**src/rtl/wr_ptr_ctrl_if.sv**
```systemverilog
// Write-side FIFO pointer bundle: write request and read-pointer Gray code in, RAM
// write controls, pointers and status flags out.
interface wr_ptr_ctrl_if #(
    parameter int unsigned PTR_WIDTH = 5
);
    logic                 wr_en_i;
    logic [PTR_WIDTH:0]   rp2wp_gray_i;
    logic                 wr_fire_o;
    logic [PTR_WIDTH-1:0] waddr_o;
    logic [PTR_WIDTH:0]   wptr_bin_o;
    logic [PTR_WIDTH:0]   wptr_gray_o;
    logic                 full_o;
    logic                 afull_o;
    logic [PTR_WIDTH:0]   wr_cnt_o;
    logic                 overflow_o;

    modport master (
        output wr_en_i, rp2wp_gray_i,
        input  wr_fire_o, waddr_o, wptr_bin_o, wptr_gray_o, full_o, afull_o, wr_cnt_o,
               overflow_o
    );

    modport slave (
        input  wr_en_i, rp2wp_gray_i,
        output wr_fire_o, waddr_o, wptr_bin_o, wptr_gray_o, full_o, afull_o, wr_cnt_o,
               overflow_o
    );
endinterface

```
**src/rtl/wr_ptr_ctrl.sv**
```systemverilog
// Async FIFO write-domain pointer controller: binary/Gray write pointers, two-flop read
// pointer synchronizer, and pessimistic full / almost-full / occupancy / overflow status.
module wr_ptr_ctrl #(
    parameter int unsigned PTR_WIDTH = 5,
    parameter int unsigned AFULL_TH  = (2 ** PTR_WIDTH) - 4
) (
    input logic          wr_clk_i,
    input logic          rstn_i,
    wr_ptr_ctrl_if.slave bus
);
    localparam int unsigned P = PTR_WIDTH;
    localparam logic [P:0] AfullTh = (P + 1)'(AFULL_TH);

    logic [P:0] wbin_q, wbin_d;
    logic [P:0] wgray_q, wgray_d;
    logic [P:0] rq1_q, rq2_q;
    logic [P:0] rbin;
    logic [P:0] cnt_q, cnt_d;
    logic       full_q, full_d;
    logic       afull_q, afull_d;
    logic       ovf_q, ovf_d;
    logic       fire;

    always_comb begin
        // Bit j of the binary value is the XOR of Gray bits j..MSB.
        rbin = '0;
        for (int unsigned j = 0; j <= P; j++) begin
            rbin[j] = ^(rq2_q >> j);
        end

        fire    = bus.wr_en_i & ~full_q;
        wbin_d  = wbin_q + {{P{1'b0}}, fire};
        wgray_d = wbin_d ^ (wbin_d >> 1);
        full_d  = (wgray_d == {~rq2_q[P:P-1], rq2_q[P-2:0]});
        cnt_d   = wbin_d - rbin;
        afull_d = (cnt_d >= AfullTh);
        ovf_d   = bus.wr_en_i & full_q;
    end

    always_ff @(posedge wr_clk_i or negedge rstn_i) begin
        if (!rstn_i) begin
            wbin_q  <= '0;
            wgray_q <= '0;
            rq1_q   <= '0;
            rq2_q   <= '0;
            cnt_q   <= '0;
            full_q  <= 1'b0;
            afull_q <= 1'b0;
            ovf_q   <= 1'b0;
        end else begin
            wbin_q  <= wbin_d;
            wgray_q <= wgray_d;
            rq1_q   <= bus.rp2wp_gray_i;
            rq2_q   <= rq1_q;
            cnt_q   <= cnt_d;
            full_q  <= full_d;
            afull_q <= afull_d;
            ovf_q   <= ovf_d;
        end
    end

    assign bus.wr_fire_o   = fire;
    assign bus.waddr_o     = wbin_q[P-1:0];
    assign bus.wptr_bin_o  = wbin_q;
    assign bus.wptr_gray_o = wgray_q;
    assign bus.full_o      = full_q;
    assign bus.afull_o     = afull_q;
    assign bus.wr_cnt_o    = cnt_q;
    assign bus.overflow_o  = ovf_q;
endmodule

```
**src/flat_wrapper.sv**
```systemverilog
// flat-port wrapper written by rule: the top's interface ports become plain ports
module wr_ptr_ctrl_flat 
#(
    parameter int unsigned PTR_WIDTH = 5,
    parameter int unsigned AFULL_TH  = (2 ** PTR_WIDTH) - 4
)
  (wr_clk_i, rstn_i, bus_wr_en_i, bus_rp2wp_gray_i, bus_wr_fire_o, bus_waddr_o, bus_wptr_bin_o, bus_wptr_gray_o, bus_full_o, bus_afull_o, bus_wr_cnt_o, bus_overflow_o);
  wr_ptr_ctrl_if #(.PTR_WIDTH(PTR_WIDTH)) bus_i ();
  input logic wr_clk_i;
  input logic rstn_i;
  input wire logic [$bits(bus_i.wr_en_i)-1:0] bus_wr_en_i;
  input wire logic [$bits(bus_i.rp2wp_gray_i)-1:0] bus_rp2wp_gray_i;
  output wire logic [$bits(bus_i.wr_fire_o)-1:0] bus_wr_fire_o;
  output wire logic [$bits(bus_i.waddr_o)-1:0] bus_waddr_o;
  output wire logic [$bits(bus_i.wptr_bin_o)-1:0] bus_wptr_bin_o;
  output wire logic [$bits(bus_i.wptr_gray_o)-1:0] bus_wptr_gray_o;
  output wire logic [$bits(bus_i.full_o)-1:0] bus_full_o;
  output wire logic [$bits(bus_i.afull_o)-1:0] bus_afull_o;
  output wire logic [$bits(bus_i.wr_cnt_o)-1:0] bus_wr_cnt_o;
  output wire logic [$bits(bus_i.overflow_o)-1:0] bus_overflow_o;
  assign bus_i.wr_en_i = bus_wr_en_i;
  assign bus_i.rp2wp_gray_i = bus_rp2wp_gray_i;
  assign bus_wr_fire_o = bus_i.wr_fire_o;
  assign bus_waddr_o = bus_i.waddr_o;
  assign bus_wptr_bin_o = bus_i.wptr_bin_o;
  assign bus_wptr_gray_o = bus_i.wptr_gray_o;
  assign bus_full_o = bus_i.full_o;
  assign bus_afull_o = bus_i.afull_o;
  assign bus_wr_cnt_o = bus_i.wr_cnt_o;
  assign bus_overflow_o = bus_i.overflow_o;
  wr_ptr_ctrl #(.PTR_WIDTH(PTR_WIDTH), .AFULL_TH(AFULL_TH)) u_core (.wr_clk_i(wr_clk_i), .rstn_i(rstn_i), .bus(bus_i));
endmodule
```
**config.mk**
```make
export PLATFORM = sky130hd
export DESIGN_NAME = wr_ptr_ctrl_flat
export DESIGN_NICKNAME = d
export VERILOG_FILES = /design/src/rtl/wr_ptr_ctrl_if.sv /design/src/rtl/wr_ptr_ctrl.sv /design/src/flat_wrapper.sv
export SDC_FILE = /design/constraint.sdc
export NUM_CORES = 1
export LEC_CHECK = 0
export CAP_MARGIN = 20
export CORE_MARGIN = 2
export CORE_UTILIZATION = 40
export CTS_CLUSTER_DIAMETER = 80
export DETAILED_ROUTE_END_ITERATION = 10
export GPL_ROUTABILITY_DRIVEN = 1
export GPL_TIMING_DRIVEN = 0
export PLACE_DENSITY = 0.67
export SLEW_MARGIN = 20
export SYNTH_ARGS = -nofsm -noshare
export SYNTH_HDL_FRONTEND = slang
export SYNTH_SLANG_ARGS = --single-unit
```
**constraint.sdc**
```tcl
create_clock -name wr_clk_i -period 6.07 [get_ports wr_clk_i]
set_clock_uncertainty 0.1 [all_clocks]
set_input_delay 1.821 -clock wr_clk_i [delete_from_list [all_inputs] [get_ports wr_clk_i]]
set_output_delay 1.821 -clock wr_clk_i [all_outputs]
set_load 0.01 [all_outputs]
```
* After elaboration in Yosys (flattened, before gate mapping) *
Cells that the tools add are included.

word-level totals
  output and inout port bits = 27
  bits of input ports = 9
  register bits = 33

cells by class
  bitwise operators = 5
  equal/unequal tests = 1
  reduce and logical (&&, ||, !) cells = 6
  order comparisons = 1
  add/sub/neg operators = 2

operators with widths
  kind                                                                   count
  6-bit XOR reduction                                                    6
  6-bit by 1-bit adder with 6-bit output                                 1
  6-bit == test                                                          1
  6-bit by 5-bit >= comparator with 1-bit output, second input constant  1
  6-bit subtractor                                                       1
  6-bit by 5-bit bitwise XOR with 6-bit output                           1
  1-bit bitwise AND                                                      2
  2-bit inverter                                                         1
  1-bit inverter                                                         1

* Logic depth before layout (Yosys ltp) *
Gate-level depths: netlist of the first run.

  word-level depth = 5
  gate-level depth with buffers = 11
  mapped depth without buffers = 11

* Worst setup path before layout of the first run *
No wires, ideal clock.

  kind = input to output
  start = in bus_wr_en_i
  end = out bus_wr_fire_o
  stages = 2
  data required time = 4,149 ps
  slack = 2,061 ps
  arrival time = 2,088 ps
  cells stage by stage = nor2b_1 > buf_2

on the way
  cells in the longest elaborated chain, start to end = 1

RTL lines
  what               line                source
  from (decl)        flat_wrapper.sv:11  input wire logic [$bits(bus_i.wr_en_i)-1:0] bus_wr_en_i;
  1-bit bitwise AND  wr_ptr_ctrl.sv:31   fire = bus.wr_en_i & ~full_q;
  to (decl)          flat_wrapper.sv:13  output wire logic [$bits(bus_i.wr_fire_o)-1:0] bus_wr_fire_o;

No other way between the ends.

* Worst setup path after layout of the first run *
Same ends and word-level chain as after synthesis.

==> results of run 1 <==
-- state kept, by name (all words and copies together), names as in the netlist --
register and cells:
u_core.bus.wr_cnt_o 6, u_core.rq2_q 6, u_core.bus.overflow_o 1, u_core.bus.full_o 1
u_core.bus.wptr_gray_o 5, u_core.bus.afull_o 1, u_core.rq1_q 6, u_core.bus.wptr_bin_o 6
-- cells in the final DEF (no fill, tap or decap), types with 2 or more instances in the layout --
| cell type | count |
|---|---|
| ha_1 | 4 |
| inv_1 | 7 |
| clkbuf_8 | 5 |
| clkdlybuf4s50_1 | 34 |
| clkbuf_1 | 2 |
| dfrtp_1 | 32 |
| buf_4 | 7 |
| nand2b_1 | 2 |
| nor2_1 | 8 |
| xnor2_1 | 11 |
| buf_2 | 3 |
| and2_1 | 3 |
| nor2b_1 | 2 |
| xor2_1 | 10 |
| nand2_1 | 5 |
| o21ai_0 | 2 |
| a21oi_1 | 3 |
| xnor2_2 | 2 |
-- how the worst max path moves through the flow --
stage               slack, ps             to         from
global placement          970  bus_wr_fire_o  bus_wr_en_i
finish                    980  bus_wr_fire_o  bus_wr_en_i
global route              890  bus_wr_fire_o  bus_wr_en_i
floorplan                2060  bus_wr_fire_o  bus_wr_en_i
CTS                       970  bus_wr_fire_o  bus_wr_en_i
detailed placement        970  bus_wr_fire_o  bus_wr_en_i
-- final cells by class --
type | count | area (sq um)
repair buffers | 35 | 345
plain buffers | 10 | 66.3
inverters | 7 | 26.3
well taps | 48 | 60.1
clock buffers | 6 | 72.6
flip-flops and latches | 32 | 801
fillers | 315 | 1620
multi-input cells | 74 | 612
clock inverters | 2 | 35.0
-- synth_stat cells --
cell / count / share of area
a211oi_1: 1 / 0.0050
a21oi_1: 3 / 0.010
a221o_1: 1 / 0.0067
a311o_1: 1 / 0.0067
a31oi_1: 1 / 0.0042
and2_1: 3 / 0.012
and4b_2: 1 / 0.0075
buf_2: 2 / 0.0067
buf_4: 7 / 0.035
clkbuf_1: 1 / 0.0025
dfrtp_1: 32 / 0.53
fa_1: 1 / 0.013
ha_1: 4 / 0.033
inv_1: 7 / 0.017
mux2_2: 1 / 0.0075
mux2i_1: 1 / 0.0067
nand2_1: 5 / 0.012
nand2b_1: 2 / 0.0083
nand3_1: 1 / 0.0033
nand3b_1: 1 / 0.0050
nand4_1: 1 / 0.0042
nor2_1: 8 / 0.020
nor2_2: 1 / 0.0042
nor2b_1: 2 / 0.0083
nor3_1: 1 / 0.0033
nor4b_1: 1 / 0.0058
o2111ai_1: 1 / 0.0058
o211a_1: 1 / 0.0067
o21ai_0: 2 / 0.0067
o21ai_2: 1 / 0.0058
or2_1: 1 / 0.0042
or3_1: 1 / 0.0042
xnor2_1: 11 / 0.064
xnor2_2: 2 / 0.022
xnor3_1: 1 / 0.015
xor2_1: 10 / 0.058
xor2_2: 1 / 0.011
xor3_1: 1 / 0.016
-- report_power, final --
part,total [mW],internal (mW),switching (mW)
registers,0.330,0.289,0.0416
clock network,0.196,0.122,0.0744
logic,0.665,0.358,0.308
total,1.19,0.768,0.424
-- through the flow --
stage	instance area [sq um]	setup slack, ps	hold slack, ps	instances	total power [mW]
2_1_floorplan	1510	2060	231	123	0.752
3_3_place_gp	1920	966	233	206	0.989
3_5_place_dp	1910	973	236	206	0.997
4_1_cts	2020	968	250	214	1.20
5_1_grt	2020	893	253	214	1.28
6_report	2020	976	249	214	1.19
-- routing by layer --
metal  vias up  part of all wire
met2        30              0.48
li1        477                 -
met3         6             0.065
met5         -                 0
met4         0             0.033
met1       465              0.43
-- critical path: stages --
cell and delay, ps:
clkdlybuf4s50_1 500, nor2b_1 130, buf_2 170, clkdlybuf4s50_1 550
-- kinds of logic after synthesis --
group                      count (synthesis)  share of synthesized area
AOI/OAI and AO/OA                         12                     0.0574
and+or+nand+nor                           29                      0.103
DFF                                       32                      0.532
xor gates and xnor gates                  26                      0.185
muxes                                      2                     0.0141
buffers and inverters                     17                     0.0615
adders and majority gates                  5                     0.0466
==> impl_results.md, run 1 <==
* Num CTS Buffers at 5
* Gr ovfl total at 0
* Worst Reg2Reg Path Length in Cells at 11
* Tightest Hold Check Type: flop to flop
* Die ar. at 4270 sq um
* Initial cell density of the core at 0.414
* Register-to-register setup slack at 3100 ps
* Nets@finish at 179
* Distinct cells, synth at 38
* Crit start category: input port
* RR Endpoint: u_core.bus.afull_o$_DFF_PN0_
* # DRC at 0
* WP data arrival at 3170 ps
* Die Ht at 65.3 um
* Mapped Area at 1510 sq um
* RSZ-0062 raised after global routing: false
* Drt pass-1 iters at 4
* # port buffers at 35
* Clk_lat worst skew at 280 ps
* Max-slew headroom at 0.541
* WS Path Type: input port to output pin
* Total number of vias at 978
* Final Cycle Share at 0.839
* Finish-stage setup viols at 0
* Worst hold start: u_core.rq1_q[2]$_DFF_PN0_
* Hold_buf cts at 0
* Met1 GRT Util at 0.160
* Initial DRC count at 22
* Largest net degree at the start of global routing at 33
* Synth Net Count at 137
* Number of global-route vias before repair at 962
* WHS Path Cells at 0
* Clock sinks at 32
* WL/cell at 11.6 um
* Setup TNS at 0 ps
* Final GP Congestion at 0.701
* Max Cap Viol at 0
* Top Ports at 36
* Crit. End Element: output pin
* First-pass GRT wire length at 4.29 mm
* TritonCTS clock tree: yes
* Worst Tran Pin Value at 688 ps
* Final Util at 0.555
* Min cycle time layout at 5090 ps
* Total number of yosys warnings at 0
* Met2 global-route usage at 0.214
* Leakage at 0.915 nW
* Final WL at 2.49 mm
* Pwr dens at 590 nW/um^2
* Post-DRT Antenna Nets at 0
* Layout area overhead at 34.1%
* Post-DP HPWL at 1.86 mm
* Peak VDD IR at 0.340 mV
* Die Wd at 65.3 um
* Max-slew violations at 0
* GRT Resource Usage Total at 0.137
* Yosys reg bits at 32
* Post-synthesis sequential area ratio at 0.532
* Worst Path Max Fanout at 7
* Root Driver: clkbuf_8
* Antenna Cells at 0
* Cell count after synthesis at 123
* GR peak layer: met2
* Worst-path clk slew at 60 ps
* Required @ worst endpoint at 4150 ps
* Mean Syn Cell Area at 12.2 sq um
* Share of layout cells above drive strength 1 at 0.145
* Status: finished, final reports clean
* # resized after CTS at 0
* M3 GR Usage at 0.0497
* Hold path endpoint: u_core.rq2_q[2]$_DFF_PN0_
* Initial antenna violation count at 0
* Buffer depth of the longest clock path at 2
* Post-CTS setup buffer count at 0
* Hold Fails Final Rpt at 0
* Depth of the CTS H-tree at 2
* Row count at 22
* Reg-to-Reg Start: u_core.rq2_q[4]$_DFF_PN0_
* Via/cell ratio at 4.57
* Core area at 3630 sq um
* Fmax achieved at 196 MHz
Power figures use the tool's default switching activity.
==> run 2: changes to the inputs <==
==> constraint.sdc (replaced) <==
create_clock -name wr_clk_i -period 4.7 [get_ports wr_clk_i]
set_clock_uncertainty 0.1 [all_clocks]
set_input_delay 1.41 -clock wr_clk_i [delete_from_list [all_inputs] [get_ports wr_clk_i]]
set_output_delay 1.41 -clock wr_clk_i [all_outputs]
set_load 0.01 [all_outputs]
==> results of run 2 <==
Same layout as run 1 (identical final DEF). Status: finished, final reports clean.
Main changes from that run: setup slack after placement 973 ps -> 425 ps; setup slack after layout 976 ps -> 428 ps; register-to-register setup slack 3100 ps -> 1730 ps; total power 1.19 mW -> 1.54 mW; worst IR drop on VDD 0.340 mV -> 0.439 mV
